===== config.mk =====
export PLATFORM = sky130hd
export DESIGN_NAME = bin2bcd_display_flat
export DESIGN_NICKNAME = d
export VERILOG_FILES = /design/src/rtl/bin2bcd_display_pkg.sv /design/src/rtl/bin2bcd_display_if.sv /design/src/rtl/bin2bcd_display_seg7_decoder.sv /design/src/rtl/bin2bcd_display.sv /design/src/flat_wrapper.sv
export SDC_FILE = /design/constraint.sdc
export NUM_CORES = 1
export LEC_CHECK = 0
export ABC_CLOCK_PERIOD_IN_PS = 3070
export CORE_MARGIN = 8
export CORE_UTILIZATION = 57
export DETAILED_ROUTE_END_ITERATION = 16
export PLACE_DENSITY = 0.94
export SETUP_SLACK_MARGIN = 0.02
export SYNTH_ARGS = -nofsm -noshare
export SYNTH_HDL_FRONTEND = slang
export SYNTH_SLANG_ARGS = --single-unit

===== constraint.sdc =====
create_clock -name Clock -period 3.07 [get_ports Clock]
set_input_delay 0.614 -clock Clock [delete_from_list [all_inputs] [get_ports Clock]]
set_output_delay 0.614 -clock Clock [all_outputs]
set_load 0.05 [all_outputs]

===== src/rtl/bin2bcd_display_pkg.sv =====
// bin2bcd_display_pkg: FSM state encoding and active-low 7-segment patterns
package bin2bcd_display_pkg;
  typedef enum logic [1:0] {IDLE, SHIFT, DONE} state_t;
  localparam logic [6:0] SEG_BLANK = 7'b1111111;
  localparam logic [6:0] SEG_DASH  = 7'b0111111;
  localparam logic [6:0] SEG_0     = 7'b1000000;
  localparam logic [6:0] SEG_1     = 7'b1111001;
  localparam logic [6:0] SEG_2     = 7'b0100100;
  localparam logic [6:0] SEG_3     = 7'b0110000;
  localparam logic [6:0] SEG_4     = 7'b0011001;
  localparam logic [6:0] SEG_5     = 7'b0010010;
  localparam logic [6:0] SEG_6     = 7'b0000010;
  localparam logic [6:0] SEG_7     = 7'b1111000;
  localparam logic [6:0] SEG_8     = 7'b0000000;
  localparam logic [6:0] SEG_9     = 7'b0010000;
endpackage


===== src/rtl/bin2bcd_display_if.sv =====
// bin2bcd_display_if: request/result bundle between a client and the converter
interface bin2bcd_display_if #(
  parameter int WIDTH  = 7,
  parameter int DIGITS = 3
);
  logic                  start;
  logic [WIDTH-1:0]      bin;
  logic                  blank_lz;
  logic                  busy;
  logic                  done;
  logic                  overflow;
  logic [4*DIGITS-1:0]   bcd;
  logic [7*DIGITS-1:0]   HEX;
  modport master (output start, bin, blank_lz, input busy, done, overflow, bcd, HEX);
  modport slave  (input start, bin, blank_lz, output busy, done, overflow, bcd, HEX);
endinterface


===== src/rtl/bin2bcd_display_seg7_decoder.sv =====
// seg7_decoder: one BCD digit to an active-low g..a pattern, non-decimal codes dark
module seg7_decoder
  import bin2bcd_display_pkg::*;
(
  input  logic [3:0] i_bcd,
  output logic [6:0] o_seg
);
  always_comb begin
    case (i_bcd)
      4'd0:    o_seg = SEG_0;
      4'd1:    o_seg = SEG_1;
      4'd2:    o_seg = SEG_2;
      4'd3:    o_seg = SEG_3;
      4'd4:    o_seg = SEG_4;
      4'd5:    o_seg = SEG_5;
      4'd6:    o_seg = SEG_6;
      4'd7:    o_seg = SEG_7;
      4'd8:    o_seg = SEG_8;
      4'd9:    o_seg = SEG_9;
      default: o_seg = SEG_BLANK;
    endcase
  end
endmodule


===== src/rtl/bin2bcd_display.sv =====
// bin2bcd_display: serial double-dabble binary-to-BCD converter driving active-low 7-segment displays
module bin2bcd_display
  import bin2bcd_display_pkg::*;
#(
  parameter int WIDTH  = 7,
  parameter int DIGITS = 3
) (
  input logic Clock,
  input logic Reset,
  bin2bcd_display_if.slave bus
);
  localparam int CW = $clog2(WIDTH + 1);
  state_t              r_state, w_next;
  logic                w_accept, w_last, w_carry, w_busy, w_done;
  logic [WIDTH-1:0]    r_sh;
  logic [CW-1:0]       r_cnt;
  logic [4*DIGITS-1:0] r_acc, w_adj, w_acc, r_bcd;
  logic                r_sticky, r_ovf, r_valid;
  logic [7*DIGITS-1:0] w_seg, w_hex;
  logic [DIGITS:0]     w_lead;
  always_ff @(posedge Clock or posedge Reset) begin
    if (Reset) r_state <= IDLE;
    else       r_state <= w_next;
  end
  always_comb begin
    w_accept = bus.start && r_state != SHIFT;
    w_last   = r_cnt == CW'(WIDTH - 1);
    w_next   = w_accept ? SHIFT : (r_state == SHIFT && !w_last) ? SHIFT : (r_state == SHIFT) ? DONE : IDLE;
    w_busy   = r_state == SHIFT;
    w_done   = r_state == DONE;
  end
  always_comb begin
    w_adj = '0;
    for (int k = 0; k < DIGITS; k++)
      w_adj[4*k+:4] = (r_acc[4*k+:4] >= 4'd5) ? r_acc[4*k+:4] + 4'd3 : r_acc[4*k+:4];
    {w_carry, w_acc} = {w_adj, r_sh[WIDTH-1]};
  end
  // results are published on the last shift edge so they appear together with done
  always_ff @(posedge Clock or posedge Reset) begin
    if (Reset) begin
      r_sh     <= '0;
      r_cnt    <= '0;
      r_acc    <= '0;
      r_sticky <= 1'b0;
      r_bcd    <= '0;
      r_ovf    <= 1'b0;
      r_valid  <= 1'b0;
    end else if (w_accept) begin
      r_sh     <= bus.bin;
      r_cnt    <= '0;
      r_acc    <= '0;
      r_sticky <= 1'b0;
    end else if (r_state == SHIFT) begin
      r_sh     <= {r_sh[WIDTH-2:0], 1'b0};
      r_cnt    <= r_cnt + 1'b1;
      r_acc    <= w_acc;
      r_sticky <= r_sticky | w_carry;
      if (w_last) begin
        r_bcd   <= w_acc;
        r_ovf   <= r_sticky | w_carry;
        r_valid <= 1'b1;
      end
    end
  end
  for (genvar d = 0; d < DIGITS; d++) begin : g_dig
    seg7_decoder u_dec (.i_bcd(r_bcd[4*d+:4]), .o_seg(w_seg[7*d+:7]));
  end
  // w_lead[k]: digit k and every digit above it are zero
  always_comb begin
    w_lead         = '0;
    w_hex          = '0;
    w_lead[DIGITS] = 1'b1;
    for (int k = DIGITS - 1; k >= 0; k--) begin
      w_lead[k]      = w_lead[k+1] && r_bcd[4*k+:4] == 4'd0;
      w_hex[7*k+:7]  = !r_valid ? SEG_BLANK : r_ovf ? SEG_DASH :
                       (bus.blank_lz && k > 0 && w_lead[k]) ? SEG_BLANK : w_seg[7*k+:7];
    end
  end
  assign bus.busy     = w_busy;
  assign bus.done     = w_done;
  assign bus.overflow = r_ovf;
  assign bus.bcd      = r_bcd;
  assign bus.HEX      = w_hex;
endmodule

===== src/flat_wrapper.sv =====
// flat-port wrapper written by rule: the top's interface ports become plain ports
module bin2bcd_display_flat import bin2bcd_display_pkg::*;
#(
  parameter int WIDTH  = 7,
  parameter int DIGITS = 3
)
  (Clock, Reset, bus_start, bus_bin, bus_blank_lz, bus_busy, bus_done, bus_overflow, bus_bcd, bus_HEX);
  bin2bcd_display_if #(.WIDTH(WIDTH), .DIGITS(DIGITS)) bus_i ();
  input logic Clock;
  input logic Reset;
  input wire logic [$bits(bus_i.start)-1:0] bus_start;
  input wire logic [$bits(bus_i.bin)-1:0] bus_bin;
  input wire logic [$bits(bus_i.blank_lz)-1:0] bus_blank_lz;
  output wire logic [$bits(bus_i.busy)-1:0] bus_busy;
  output wire logic [$bits(bus_i.done)-1:0] bus_done;
  output wire logic [$bits(bus_i.overflow)-1:0] bus_overflow;
  output wire logic [$bits(bus_i.bcd)-1:0] bus_bcd;
  output wire logic [$bits(bus_i.HEX)-1:0] bus_HEX;
  assign bus_i.start = bus_start;
  assign bus_i.bin = bus_bin;
  assign bus_i.blank_lz = bus_blank_lz;
  assign bus_busy = bus_i.busy;
  assign bus_done = bus_i.done;
  assign bus_overflow = bus_i.overflow;
  assign bus_bcd = bus_i.bcd;
  assign bus_HEX = bus_i.HEX;
  bin2bcd_display #(.WIDTH(WIDTH), .DIGITS(DIGITS)) u_core (.Clock(Clock), .Reset(Reset), .bus(bus_i));
endmodule

# After elaboration in Yosys (flattened, before gate mapping)
# Memories as Yosys holds them, arrays and structs flattened.
# Index checks and enable logic that the tools add are counted.
[word_totals]
register_bits = 39
latchBits = 0
ramBits = 0
rom_bits = 336
in_bits = 11
output_inout_bits = 36
word_cells = 56
n_memories = 3
[op_classes]
addsub = 4
n_mul = 0
div = 0
magnitude_cmp = 3
n_eq_ne = 4
shifts = 0
mux = 22
bitwise_logic = 2
reduce_logical = 10
[mem_list]
columns = ["memory", "words", "word_bits", "rd", "rd_ports_with_merged_regs", "write_ports", "line", "source"]
rows = [
  ["(name not given)", 16, 7, 1, 0, 0, "bin2bcd_display_seg7_decoder.sv:9", "case (i_bcd)"],
  ["(name not given)", 16, 7, 1, 0, 0, "bin2bcd_display_seg7_decoder.sv:9", ""],
  ["(name not given)", 16, 7, 1, 0, 0, "bin2bcd_display_seg7_decoder.sv:9", ""],
]
[ops]
columns = ["op", "count"]
rows = [
  ["two-way mux 7 bit", 10],
  ["two-way mux 12 bit", 2],
  ["adder 4 x 2 -> 4 bit (second input constant)", 3],
  [">= comparator 4 x 3 -> 1 bit (second input constant)", 3],
  ["two-way mux 4 bit", 3],
  ["zero test 4 bit", 2],
  ["two-way mux 2 bit", 3],
  ["two-way mux 3 bit", 2],
  ["logical AND 1 bit", 5],
  ["adder 3 x 1 -> 3 bit (second input constant)", 1],
  ["equality test 3 bit (second input constant)", 1],
  ["AND reduction 3 bit", 1],
  ["equality test 2 x 1 -> 1 bit (second input constant)", 1],
  ["equality test 2 bit (second input constant)", 1],
  ["two-way mux 1 bit", 2],
  ["!= test 2 x 1 -> 1 bit (second input constant)", 1],
  ["nonzero test 2 bit", 1],
  ["zero test 1 bit", 1],
  ["inverter 1 bit", 1],
  ["OR 1 bit", 1],
]

# Logic depth before layout (Yosys ltp)
# Gate-level depths: netlist (run 1).
[logic_depth]
depth_word = 6
ltp_mapped = 7
ltp_nobuf = 6

# Cells and area by module
# Synthesis (run 1) repeated with hierarchy kept, for this count alone.
[hier_totals]
cells_unflattened = 317
hier_area_um2 = 2652.5
[by_module_without_submodules]
columns = ["module", "instances", "cells_each", "area_each_um2", "seq_area_each_um2"]
rows = [
  ["bin2bcd_display", 1, 218, 2021.9, 975.9],
  ["seg7_decoder", 3, 33, 210.2, 0.0],
]

# Worst setup path after synthesis (run 1)
# Ideal clock, no wire load.
[synth_timing]
path_type = "register to output"
from = "register u_core.r_bcd[1] (netlist: u_core.bus.bcd[1])"
to = "output port bus_HEX[3]"
t_arrival_ns = 2.369
t_required_ns = 2.456
setup_slack_ns = 0.087
path_stages_with_launch = 6
n_path_buf = 0
cell_sequence = "dfrtp_1 inv_1 ha_1 inv_1 nor2_1 o21ai_0"
[synth_via]
elab_chain_cells = 3
[synth_rtl]
columns = ["item", "line", "source"]
rows = [
  ["from (decl)", "bin2bcd_display.sv:17", "logic [4*DIGITS-1:0] r_acc, w_adj, w_acc, r_bcd;"],
  ["from (signal assigned)", "bin2bcd_display.sv:59", "r_bcd <= w_acc;"],
  ["memory read (16 x 7 bit)", "--", ""],
  ["two-way mux 7 bit (2 in series)", "bin2bcd_display.sv:75", "w_hex[7*k+:7] = !r_valid ? SEG_BLANK : r_ovf ? SEG_DASH :"],
  ["to (decl)", "flat_wrapper.sv:18", "output wire logic [$bits(bus_i.HEX)-1:0] bus_HEX;"],
]
# Every way passes these cells.

# Worst setup path after layout (run 1)
[layout_timing]
from = "register u_core.r_bcd[1] (netlist: u_core.bus.bcd[1])"
to = "output port bus_HEX[5]"
# Same word-level chain as after synthesis.

==> impl_metrics.yaml, run 1 <==
worst_hold_path:
  worstHoldPathCells: 2
  min_to: "u_core.r_sh[5]$_DFFE_PP0P_"
  holdCritStartpoint: "u_core.r_sh[4]$_DFFE_PP0P_"
  min_path_type: "register to register"
finish:
  layout-drive-gt1-share_pct: 14.5
  syn_to_final_growth_pct: 26.6
  num-nets-final: 370
  diodes: 0
synthesis:
  synth_cell_types: 41
  synth_area_leaders: "dfrtp_1 38%, ha_1 11%, o21ai_0 8.3%"
  yosysMostFrequentCell: "o21ai_0"
  syn_area_per_cell_sq_um: 8.75
  synthesis.area_sq_um: 2590
  synth-edff-count: 0
  syn_nets: 330
  synth_top_area_share_pct: 37.7
  ys_top_cells_by_count: "43 x o21ai_0, 39 x dfrtp_1, 34 x nand2_1"
  yosys_warnings: 0
  async_reset_ff_share_pct: 100
  ys_seq_elements: 39
  ys_dominant_reg_cell: "dfrtp_1"
  ys_seq_area_share_pct: 37.7
  netlist.top_cell.by_area: "dfrtp_1"
  synthCells: 296
worst_setup_path:
  end_kind: "output pin"
  worstPathRequired_ns: 2.46
  worstPathArrival_ns: 2.27
  r2r-end: "u_core.r_acc[2]$_DFFE_PP0P_"
  startpoint_type: "register"
  reg2reg_from: "u_core.r_acc[0]$_DFFE_PP0P_"
  r2r_cells: 6
  rrSetupSlack_ns: 1.36
  path_class: "register to output pin"
  crit_fanout: 7
placement:
  gp_congestion: 0.858
  numPortBuffers: 46
  dp_hpwl_um: 4130
sta:
  rsz0062_at_grt: "false"
  min_period_ns: 2.88
  max_freq_mhz: 347
  worst_clock_skew_ns: 0.00432
  hold_viol: 0
  setup_viol: 0
  relSlewSlack_pct: 63.4
  setup_tns_ns: 0
  drv_slew: 0
  whs_ns: 0.486
  worst_pin_slew_ns: 0.547
  fin_crit_sh_pct: 93.9
clocking:
  clkTransAtPathRegs_ns: 0.07
  postCtsHoldBufs: 0
  htreeDepth: 2
  clock_sinks: 39
  cts_tree: "yes"
  numCtsBuffers: 5
  clock_tree.buffer_depth: 2
  ctsResizeCount: 0
  cts_root_buffer: "clkbuf_8"
  clock_latency_ns: 0.29
  postCtsSetupRepairBufs: 0
floorplanning:
  start_util_pct: 59.5
  die_w_um: 83.4
  die_h_um: 83.4
  io_pins: 47
  core_sq_um: 4350
  rows: 24
  dieArea_sq_um: 6960
global_routing:
  grt_max_degree: 40
  grt_pass1_vias: 2065
  use_met1_pct: 18.7
  grt_use_met2_pct: 26.4
  grt_overflow: 0
  busiest_layer: "met2"
  grt_usage_pct: 15.7
  grt_pass1_wl_um: 9480
  antenna_found_initial: 0
  grt_util_met3_pct: 4.98
drt:
  drcViolationCount: 0
  dr.pass1.iters: 4
  vias_per_cell: 5.46
  routed_wl_um: 5360
  drtIter0Drc: 79
  wl_per_cell_um: 13.8
  num_vias: 2125
  antenna_left: 0
job:
  drv_cap: 0
status:
  status: "complete, no violations"
worst max path at each step:
| stage | startpoint | to | slack (ns) | depth (start not counted) |
|---|---|---|---|---|
| after floorplan | u_core.bus.bcd[1]$_DFFE_PP0P_ | bus_HEX[3] | 0.09 | 5 |
| after global placement | u_core.bus.bcd[1]$_DFFE_PP0P_ | bus_HEX[3] | 0.51 | 6 |
| after detailed placement | u_core.bus.bcd[1]$_DFFE_PP0P_ | bus_HEX[0] | 0.46 | 6 |
| after CTS | u_core.bus.bcd[1]$_DFFE_PP0P_ | bus_HEX[0] | 0.12 | 6 |
| after global routing | u_core.bus.bcd[1]$_DFFE_PP0P_ | bus_HEX[1] | 0.03 | 5 |
| final | u_core.bus.bcd[1]$_DFFE_PP0P_ | bus_HEX[5] | 0.19 | 6 |
flip-flops by register name, summed over array words and instances, names as in the netlist:
name / flops
u_core.r_sh: 7
u_core.bus.overflow: 1
u_core.r_state: 2
u_core.r_acc: 12
u_core.r_valid: 1
u_core.r_cnt: 3
u_core.bus.bcd: 12
u_core.r_sticky: 1
critical path, stage by stage, from the launching register on:
cell and delay [ns]:
dfrtp_1 0.46, inv_1 0.13, ha_1 0.22, nand2b_1 0.07, a21oi_1 0.06, o21ai_0 0.19, clkdlybuf4s50_1 0.84
routing by layer:
| metal | wire, um | up-vias |
|---|---|---|
| li1 | - | 1090 |
| met1 | 2350 | 978 |
| met2 | 2640 | 50 |
| met3 | 307 | 7 |
| met4 | 59 | 0 |
| met5 | 0 | - |
cell usage in the layout (no fill, tap or decap), types with 2 or more instances in the layout:
| cell | synthesis | routed |
|---|---|---|
| o22ai_1 | 6 | 6 |
| inv_1 | 19 | 19 |
| dfrtp_1 | 39 | 39 |
| nor3b_1 | 5 | 5 |
| o21ai_0 | 43 | 43 |
| mux2i_1 | 7 | 7 |
| ha_1 | 23 | 23 |
| nand3_1 | 11 | 11 |
| a21oi_2 | 2 | 2 |
| clkbuf_8 | 0 | 6 |
| o31ai_1 | 2 | 2 |
| nor3_1 | 3 | 3 |
| nand2_1 | 34 | 34 |
| buf_12 | 0 | 13 |
| o21ai_2 | 9 | 9 |
| nand2b_1 | 10 | 10 |
| clkdlybuf4s50_1 | 0 | 30 |
| buf_4 | 2 | 3 |
| nor2b_1 | 2 | 2 |
| dlymetal6s2s_1 | 0 | 2 |
| a21oi_1 | 19 | 19 |
| xnor2_1 | 5 | 5 |
| nor2_1 | 21 | 21 |
| mux2_4 | 2 | 2 |
| clkinv_2 | 1 | 2 |
| and2b_2 | 2 | 2 |
| or2_2 | 2 | 2 |
layout make-up:
cell class / count / area, sq um
multi-input cells: 220 / 1430
fillers: 307 / 1070
flip-flops and latches: 39 / 976
repair buffers: 48 / 608
inverters: 22 / 86.3
clock buffers: 6 / 82.6
well taps: 52 / 65.1
clock inverters: 2 / 35.0
metrics by stage:
stage	std cells	utilization, %	area (sq um)	setup slack [ns]
2_1_floorplan	296	-	2590	0.0875
6_report	389	75.3	3280	0.188
3_5_place_dp	381	72.5	3160	0.459
4_1_cts	389	75.2	3270	0.121
5_1_grt	389	75.3	3280	0.0341
3_3_place_gp	381	72.5	3160	0.510
cells by family after synthesis:
group           share of synthesized area, %
flops                                   37.7
mux                                     4.30
fa+ha+maj                               11.1
buf+inv                                 7.29
compound gates                          19.2
xor+xnor                                1.69
simple gates                            18.8
Power of run 1 is left out: the tool's default activity adds up to more than one toggle a clock period on the data nets, which glitch-free logic cannot reach.
==> inputs of run 2 (changes only) <==
- SLEW_MARGIN: default -> 15
==> results of run 2 <==
No change in the layout: final DEF, timing and power equal those of run 1.
Power of run 2 is left out for the same reason.
